<file path="src/rtl/bcd_arb_pkg.sv">
// Shared definitions for the BCD converter arbiter: FSM encoding, digit widths
// and the per-requester data width.
package bcd_arb_pkg;

  localparam logic [1:0] ST_IDLE = 2'd0;
  localparam logic [1:0] ST_CONV = 2'd1;
  localparam logic [1:0] ST_RESP = 2'd2;

  localparam int DIGIT_TENS_W = 3;
  localparam int DIGIT_ONES_W = 4;
  localparam int DATA_W       = 6;

  typedef enum logic [1:0] {
    S_IDLE = ST_IDLE,
    S_CONV = ST_CONV,
    S_RESP = ST_RESP
  } state_e;

endpackage

</file>
<file path="src/rtl/bcd_conv_arbiter_bin6_to_dec.sv">
// Combinational 6-bit binary to two-digit decimal converter (0..63).
// The tens digit comes from a compare-against-decades chain.
module bin6_to_dec
  import bcd_arb_pkg::*;
(
  input  logic [DATA_W-1:0]       value,
  output logic [DIGIT_TENS_W-1:0] tens,
  output logic [DIGIT_ONES_W-1:0] ones
);

  // Decade compare chain; the remainder below each decade is the ones digit.
  always_comb begin
    tens = 3'd0;
    ones = 4'd0;
    if (value >= 6'd60) begin
      tens = 3'd6;
      ones = 4'(value - 6'd60);
    end else if (value >= 6'd50) begin
      tens = 3'd5;
      ones = 4'(value - 6'd50);
    end else if (value >= 6'd40) begin
      tens = 3'd4;
      ones = 4'(value - 6'd40);
    end else if (value >= 6'd30) begin
      tens = 3'd3;
      ones = 4'(value - 6'd30);
    end else if (value >= 6'd20) begin
      tens = 3'd2;
      ones = 4'(value - 6'd20);
    end else if (value >= 6'd10) begin
      tens = 3'd1;
      ones = 4'(value - 6'd10);
    end else begin
      tens = 3'd0;
      ones = value[3:0];
    end
  end

endmodule

</file>
<file path="src/rtl/bcd_conv_arbiter.sv">
// Round-robin arbiter sharing one bin6_to_dec converter among N requesters.
// Define BCD_ARB_STATS_EN to add the conv_count / overflow_seen statistics outputs.
module bcd_conv_arbiter
  import bcd_arb_pkg::*;
#(
  parameter int N   = 4,
  parameter int IDW = 2
) (
  input  logic                    clk,
  input  logic                    rst_n,
  input  logic [N-1:0]            req_valid,
  input  logic [DATA_W*N-1:0]     req_data,
  output logic [N-1:0]            req_ready,
  output logic                    rsp_valid,
  input  logic                    rsp_ready,
  output logic [IDW-1:0]          rsp_id,
  output logic [DIGIT_TENS_W-1:0] rsp_tens,
  output logic [DIGIT_ONES_W-1:0] rsp_ones
`ifdef BCD_ARB_STATS_EN
  ,
  output logic [7:0]              conv_count,
  output logic                    overflow_seen
`endif
);

  state_e                  state_r, state_nxt_s;
  logic [IDW-1:0]          rr_r, id_r, grant_idx_s;
  logic [DATA_W-1:0]       data_r, data_sel_s;
  logic [N-1:0]            low_mask_s, hi_req_s, cand_s, pick_s;
  logic                    take_s, hs_s;
  logic [DIGIT_TENS_W-1:0] conv_tens_s;
  logic [DIGIT_ONES_W-1:0] conv_ones_s;

  // Rotating priority: lowest pending index at or above rr_r, else lowest overall.
  always_comb begin
    low_mask_s  = (N'(1) << rr_r) - N'(1);
    hi_req_s    = req_valid & ~low_mask_s;
    if (|hi_req_s) begin
      cand_s = hi_req_s;
    end else begin
      cand_s = req_valid;
    end
    pick_s      = cand_s & (~cand_s + N'(1));
    grant_idx_s = '0;
    data_sel_s  = '0;
    for (int i = 0; i < N; i++) begin
      grant_idx_s = grant_idx_s | ((((pick_s >> i) & N'(1)) != '0) ? IDW'(i) : IDW'(0));
      data_sel_s  = data_sel_s |
                    ((((pick_s >> i) & N'(1)) != '0) ? DATA_W'(req_data >> (DATA_W * i)) : 6'd0);
    end
  end

  assign take_s = (state_r == S_IDLE) && (|pick_s);
  assign hs_s   = (state_r == S_RESP) && rsp_valid && rsp_ready;

  // Grant is only offered while idle; it is combinational so acceptance is same-cycle.
  always_comb begin
    if (state_r == S_IDLE) begin
      req_ready = pick_s;
    end else begin
      req_ready = '0;
    end
  end

  bin6_to_dec u_conv (
    .value (data_r),
    .tens  (conv_tens_s),
    .ones  (conv_ones_s)
  );

  // FSM state register.
  always_ff @(posedge clk or negedge rst_n) begin
    if (!rst_n) begin
      state_r <= S_IDLE;
    end else begin
      state_r <= state_nxt_s;
    end
  end

  // FSM next-state logic.
  always_comb begin
    state_nxt_s = state_r;
    case (state_r)
      S_IDLE: begin
        if (take_s) state_nxt_s = S_CONV;
        else        state_nxt_s = S_IDLE;
      end
      S_CONV: state_nxt_s = S_RESP;
      S_RESP: begin
        if (hs_s) state_nxt_s = S_IDLE;
        else      state_nxt_s = S_RESP;
      end
      default: state_nxt_s = S_IDLE;
    endcase
  end

  // Winner capture, response registers and round-robin pointer update.
  always_ff @(posedge clk or negedge rst_n) begin
    if (!rst_n) begin
      data_r    <= '0;
      id_r      <= '0;
      rr_r      <= '0;
      rsp_valid <= 1'b0;
      rsp_id    <= '0;
      rsp_tens  <= '0;
      rsp_ones  <= '0;
    end else begin
      case (state_r)
        S_IDLE: begin
          if (take_s) begin
            data_r <= data_sel_s;
            id_r   <= grant_idx_s;
          end
        end
        S_CONV: begin
          rsp_tens  <= conv_tens_s;
          rsp_ones  <= conv_ones_s;
          rsp_id    <= id_r;
          rsp_valid <= 1'b1;
        end
        S_RESP: begin
          if (hs_s) begin
            rsp_valid <= 1'b0;
            rr_r      <= (id_r == IDW'(N - 1)) ? '0 : id_r + IDW'(1);
          end
        end
        default: rsp_valid <= 1'b0;
      endcase
    end
  end

`ifdef BCD_ARB_STATS_EN
  // Saturating handshake counter; overflow_seen is sticky until reset.
  always_ff @(posedge clk or negedge rst_n) begin
    if (!rst_n) begin
      conv_count    <= 8'd0;
      overflow_seen <= 1'b0;
    end else if (hs_s) begin
      if (conv_count == 8'd255) overflow_seen <= 1'b1;
      else                      conv_count    <= conv_count + 8'd1;
    end
  end
`endif

endmodule

</file>
<file path="config.mk">
export PLATFORM = sky130hd
export DESIGN_NAME = bcd_conv_arbiter
export DESIGN_NICKNAME = d
export VERILOG_FILES = /design/src/rtl/bcd_arb_pkg.sv /design/src/rtl/bcd_conv_arbiter_bin6_to_dec.sv /design/src/rtl/bcd_conv_arbiter.sv
export SDC_FILE = /design/constraint.sdc
export NUM_CORES = 1
export LEC_CHECK = 0
export CORE_MARGIN = 2
export CORE_UTILIZATION = 48
export DETAILED_ROUTE_END_ITERATION = 8
export PLACE_DENSITY_LB_ADDON = 0.2
export REMOVE_ABC_BUFFERS = 1
export SLEW_MARGIN = 40
export SYNTH_ARGS = -nofsm -noshare
export SYNTH_HDL_FRONTEND = slang
export SYNTH_SLANG_ARGS = --single-unit
export TNS_END_PERCENT = 20
</file>
<file path="constraint.sdc">
create_clock -name clk -period 2.28 [get_ports clk]
set_input_delay 0.456 -clock clk [delete_from_list [all_inputs] [get_ports clk]]
set_output_delay 0.456 -clock clk [all_outputs]
set_load 0.02 [all_outputs]
</file>
* Word level (Yosys, flattened, before mapping)
Cells that the tools add are included.
** Cells by class
- $add $sub $neg :: 9
- Magnitude comparators :: 6
- Reduce and logical (&&, ||, !) cells :: 9
- Bitwise operators :: 10
- Mux-type cells :: 27
- Shift-type cells :: 1
- Equality and inequality tests :: 4
** Operators with widths (count)
- 4-bit two-way mux :: 8
- 6-bit two-way mux :: 4
- 6-bit >= comparator, second input constant :: 3
- 6-bit bitwise OR :: 3
- 4-bit subtractor, second input constant :: 4
- 3-bit two-way mux :: 5
- 6-bit by 5-bit >= comparator with 1-bit output, second input constant :: 2
- 4-bit bitwise AND :: 2
- 2-bit two-way mux :: 4
- 4-bit NOT :: 2
- 4-bit OR reduction :: 2
- 4-bit by 2-bit subtractor with 4-bit output, second input constant :: 2
- 6-bit by 4-bit >= comparator with 1-bit output, second input constant :: 1
- 2-bit case mux with 3 select lines :: 1
- 2-bit AND reduction :: 3
- 4-bit by 1-bit adder with 4-bit output, second input constant :: 1
- 2-bit == test, second input constant :: 2
- 1-bit two-way mux :: 4
- 1-bit by 2-bit left shift with 4-bit output, first input constant :: 1
- 4-bit by 3-bit subtractor with 4-bit output, second input constant :: 1
- 1-bit logical AND :: 3
- 1-bit case mux with 3 select lines :: 1
- 2-bit by 1-bit adder with 2-bit output, second input constant :: 1
- 2-bit by 1-bit == test with 1-bit output, second input constant :: 1
- 5 further kinds :: 5
** Word-level totals
- Output and inout port bits :: 14
- Flip-flop bits (word level) :: 22
- Input bits :: 31
- Logic and storage cells :: 74

* Logic depth before layout (Yosys ltp)
- Depth after elaboration :: 13
- Gate-level depth with buffers :: 8

* Hierarchy
A second synthesis with hierarchy kept.
** Unflattened totals
- Cells, all modules :: 171
- Area, all modules :: 1685.4 µm²
** By module, submodules not included
- bcd_conv_arbiter :: cells each 106, instances 1, sequential area each 550.5 µm², area an instance 1163.6 µm²
- bin6_to_dec :: cells each 65, instances 1, sequential area each 0.0 µm², area an instance 521.8 µm²

* Least setup slack after synthesis
Ideal clock, no wire load.
- Kind :: register -> register
- Start point :: register data_r[2]
- End point :: register rsp_ones[1]
- Setup time :: 0.122 ns
- Arrival time :: 1.971 ns
- Stages on the path, launching flop included :: 8
- Required time :: 2.158 ns
- Setup slack :: 0.188 ns
- Clock period less this slack :: 2.092 ns
- Cell sequence :: dfrtp_1 > inv_1 > ha_1 > a2111oi_4 > nor4_1 > o21a_1 > or3_1 > a32o_1
** On the way
- Longest elaborated chain between the ends :: 7
** Ends and longest elaborated chain
- start, declared :: line bcd_conv_arbiter.sv:28 : logic [DATA_W-1:0] data_r, data_sel_s;
- start signal, assigned :: line bcd_conv_arbiter.sv:111 : data_r <= data_sel_s;
- 6-bit by 4-bit >= comparator with 1-bit output :: line bcd_conv_arbiter_bin6_to_dec.sv:30 : end else if (value >= 6'd10) begin
- 4-bit two-way mux :: line bcd_conv_arbiter_bin6_to_dec.sv:30
- 4-bit two-way mux :: line bcd_conv_arbiter_bin6_to_dec.sv:27 : end else if (value >= 6'd20) begin
- 4-bit two-way mux :: line bcd_conv_arbiter_bin6_to_dec.sv:24 : end else if (value >= 6'd30) begin
- 4-bit two-way mux :: line bcd_conv_arbiter_bin6_to_dec.sv:21 : end else if (value >= 6'd40) begin
- 4-bit two-way mux :: line bcd_conv_arbiter_bin6_to_dec.sv:18 : end else if (value >= 6'd50) begin
- 4-bit two-way mux (*) :: line bcd_conv_arbiter_bin6_to_dec.sv:15 : if (value >= 6'd60) begin
- end signal, assigned :: line bcd_conv_arbiter.sv:117 : rsp_ones <= conv_ones_s;
- end, declared :: line bcd_conv_arbiter.sv:18 : output logic [DIGIT_ONES_W-1:0] rsp_ones
Every way passes the cells marked *; elsewhere a longest branch is shown, timed or not.
A chain may end at the register's enable or synchronous reset.

* Worst setup path in the final report
- Start point :: input port req_valid[3]
- End point :: output port req_ready[2]
** On the way
- Longest elaborated chain between the ends :: 7
** Ends and longest elaborated chain
- start, declared :: line bcd_conv_arbiter.sv:11 : input logic [N-1:0] req_valid,
- 4-bit bitwise AND (*) :: line bcd_conv_arbiter.sv:37 : hi_req_s = req_valid & ~low_mask_s;
- 4-bit OR reduction (*) :: line bcd_conv_arbiter.sv:38 : if (|hi_req_s) begin
- 4-bit two-way mux (*) :: line bcd_conv_arbiter.sv:38
- 4-bit NOT :: line bcd_conv_arbiter.sv:43 : pick_s = cand_s & (~cand_s + N'(1));
- 4-bit by 1-bit adder with 4-bit output :: line bcd_conv_arbiter.sv:43
- 4-bit bitwise AND (*) :: line bcd_conv_arbiter.sv:43
- 4-bit two-way mux (*) :: line bcd_conv_arbiter.sv:58 : if (state_r == S_IDLE) begin
- end, declared :: line bcd_conv_arbiter.sv:13 : output logic [N-1:0] req_ready,
Marks and branches as above.

==> impl_metrics.ini <==
[synth]
synth_compound_area_share_pct = 29.0
mappedNetlistArea_sq_mm = 0.00160
yosys.area_share.adder_pct = 7.04
yosys_register_bits = 22
synth_cells = 169
synth_top_flop_cell = sky130_fd_sc_hd__dfrtp_1
post_synth_xor_area_fraction_pct = 1.64
synth.yosys.warnings = 0
synth_enable_flop_cells = 0
synth.yosys.seq_area_share_pct = 34.4
main_combinational_cell_family_by_area_after_synthesis = compound AO/OA/AOI/OAI gates
synth-async-reset-ratio_pct = 100
post_synth_and_or_nand_nor_area_fraction_pct = 17.6
synth_cell_types = 45
avgSynthCellArea_sq_um = 9.46
post_synth_mux_area_share_pct = 3.52

[sta]
finalHoldWorstSlack_ns = 0.458
final_min_period_over_clock_period_pct = 99.3
setup_total_negative_slack_ns = 0
layout_setup_ws_ns = 0.0162
min_period_ns = 2.26
timing.clock.skew_ns = 0.00733
report.final.setup_viol = 0
grt_setup_unrepaired = yes
tightest_slew_ns = 0.631
timing.slew.headroom_pct = 57.9
timing_max_transition_violations_final = 0
clock.fmax_mhz = 442
hold_violations = 0

[placed_design]
gp_congestion = 0.932
post-dp-hpwl_um = 3030
place.detailed.instances = 265
io_buffers = 44
placement.cell_area_sq_mm = 0.00213
post-place-ws_ns = -0.461

[clock_network]
cts_tree = done
cts.repair_timing.setup_buffer_count = 0
tritoncts.num_buffers = 3
cts.root.buffer_cell = sky130_fd_sc_hd__clkbuf_4
ctsLongestPathBuffers = 2
insertion_delay_ns = 0.32
clk_pin_slew_ns = 0.14
holdBufCountCts = 0
tritoncts_num_sinks = 22
h-tree-depth = 1

[cells_and_area]
post-route-cell-area_sq_mm = 0.00219
mostFrequentLayoutCell = sky130_fd_sc_hd__clkdlybuf4s50_1
finalNetCount = 266
synth_to_final_area_change_pct = 36.8
layout.cells.non_filler = 269
antenna-diode-count = 0
commonest_cells_after_routing_fill_and_taps_aside = 39 x sky130_fd_sc_hd__clkdlybuf4s50_1, 22 x sky130_fd_sc_hd__dfrtp_1, 19 x sky130_fd_sc_hd__nand2_1
post_route_cells_drive_above_1_share_pct = 17.8
post-route-util_pct = 70.5

[die]
top_level_ports = 45
starting_density_of_the_core_pct = 51.5
rows = 20
fp.dieW_um = 61.7
die_y_um = 61.7
core_sq_mm = 0.00310
design.die.area_sq_mm = 0.00381

[routing]
drc = 0
vias = 1532
routed_via_density = 5.70
drt_first_iter_violations = 102
ant_nets = 0
wire_per_inst_um = 14.7
routed_wirelength_um = 3960
dr.pass1.iters = 5

[pwr]
ir_worst_vdd_mv = 0.190
netSwitchingFraction_pct = 20.8
pwr-share-clk_pct = 38.9
share_seq_of_total_power_pct = 48.9
combPwrFrac_pct = 12.2
switchingPower_mw = 0.166
static-leakage-power_nw = 0.997
pwr_density_cell_mw_per_mm2 = 365
internal-power_mw = 0.631
finalPower_mw = 0.797

[global_routing]
number_of_global_route_vias_before_repair = 1496
grt_max_degree = 23
antenna_found_initial = 0
grt_overflow = 0
combined_global_route_utilization_of_all_metal_layers_pct = 22.8
first_pass_grt_wire_length_um = 6470

[job]
maxCapViolCount = 0

[worst_setup_path]
setup.worst_path.end_class = primary output
type_of_the_worst_setup_path = in -> out
ff2ff_path_depth = 7
cp_slowest_stage_delay_ns = 0.42
timing.critical_path.cells = clkdlybuf4s50_1 -> or2_2 -> a21oi_2 -> o21a_1 -> and2_1 -> buf_4
r2r_start = data_r[2]
timing.critical_path.from_type = input pin
worst-endpoint-arrival_ns = 1.81
crit_path_max_fanout = 3
worstPathRequired_ns = 1.82
slowest_stage = sky130_fd_sc_hd__clkdlybuf4s50_1
r2r_slack_ns = 0.12
crit-reg2reg-capture = rsp_ones[3]

[run_status]
outcome = completed

[min_path]
hold_path_class = in -> async
flip-flops by register name, indices dropped and copies added, names as in the netlist:
signal     flops
rr_r           2
id_r           2
rsp_ones       4
rsp_tens       3
rsp_valid      1
data_r         6
rsp_id         2
state_r        2
per-layer routing:
metal,GRT usage (%),vias up,wire [um]
met5,0,-,0
met4,8.51,0,44
met3,3.31,5,279
met2,40.2,75,1970
met1,28.1,703,1670
li1,-,749,-
power by group through the flow:
stage / clock network, mW / registers [mW] / logic (mW)
after floorplan: 0 / 0.398 / 0.0206
final: 0.310 / 0.390 / 0.0973
after detailed placement: 0 / 0.398 / 0.0969
after global routing: 0.331 / 0.390 / 0.106
after CTS: 0.309 / 0.390 / 0.0973
after global placement: 0 / 0.398 / 0.0947
worst max path at each step:
stage | from | endpoint | slack (ns) | cells after the start
floorplan | data_r[2] | rsp_ones[1] | 0.18 | 7
global placement | req_valid[3] | req_ready[2] | -0.38 | 6
detailed placement | req_valid[3] | req_ready[2] | -0.46 | 6
CTS | req_valid[3] | req_ready[2] | -0.0004 | 6
global route | req_valid[3] | req_ready[2] | -0.03 | 6
finish | req_valid[3] | req_ready[2] | 0.02 | 6
repair_timing:
action                                  in CTS  in global routing
endpoints found under the setup margin       4                  7
pin swaps                                    0                  1
gates resized for setup                     14                  7
critical path, delay by kind of cell:
family                 cells  cell delay [ns]
buffers and inverters      2             0.56
AO/OA/AOI/OAI              2             0.29
AND/OR/NAND/NOR            2             0.50
Yosys cell counts (2+ instances only):
library cell	n	area [sq um]
sky130_fd_sc_hd__a222oi_1	6	60.1
sky130_fd_sc_hd__dfrtp_1	22	551
sky130_fd_sc_hd__nand2b_1	3	18.8
sky130_fd_sc_hd__a31o_1	2	17.5
sky130_fd_sc_hd__ha_1	9	113
sky130_fd_sc_hd__nor2_1	12	45.0
sky130_fd_sc_hd__a31oi_1	8	50.1
sky130_fd_sc_hd__inv_1	7	26.3
sky130_fd_sc_hd__and2_1	4	25.0
sky130_fd_sc_hd__o211a_1	2	20.0
sky130_fd_sc_hd__o21ai_0	3	15.0
sky130_fd_sc_hd__buf_6	7	78.8
sky130_fd_sc_hd__a211oi_1	3	22.5
sky130_fd_sc_hd__nor3_1	2	10.0
sky130_fd_sc_hd__a21oi_1	15	75.1
sky130_fd_sc_hd__nand2_1	19	71.3
sky130_fd_sc_hd__a211o_1	2	17.5
sky130_fd_sc_hd__o31ai_1	5	37.5
sky130_fd_sc_hd__xnor2_1	2	17.5
sky130_fd_sc_hd__nand3_1	2	10.0
sky130_fd_sc_hd__o21a_1	5	37.5
sky130_fd_sc_hd__a21o_1	2	15.0
sky130_fd_sc_hd__mux2_2	5	56.3
final cells by class:
class / instances / area [sq um]
clock inverter: 1 / 30.0
fill: 257 / 916
tap: 44 / 55.1
inverter: 7 / 26.3
multi-input combinational: 132 / 948
clock buffer: 3 / 22.5
sequential: 22 / 551
timing repair buffer: 60 / 554
cells by family (layout without fill, tap and decap cells):
family,count (synthesis),count (layout)
XOR/XNOR,3,3
adder cells (fa/ha/maj),9,9
flip-flops,22,22
multiplexers,5,5
buffers and inverters,15,71
AND/OR/NAND/NOR,54,54
AO/OA/AOI/OAI,61,61
No activity file was read; power rests on OpenSTA's default activity.
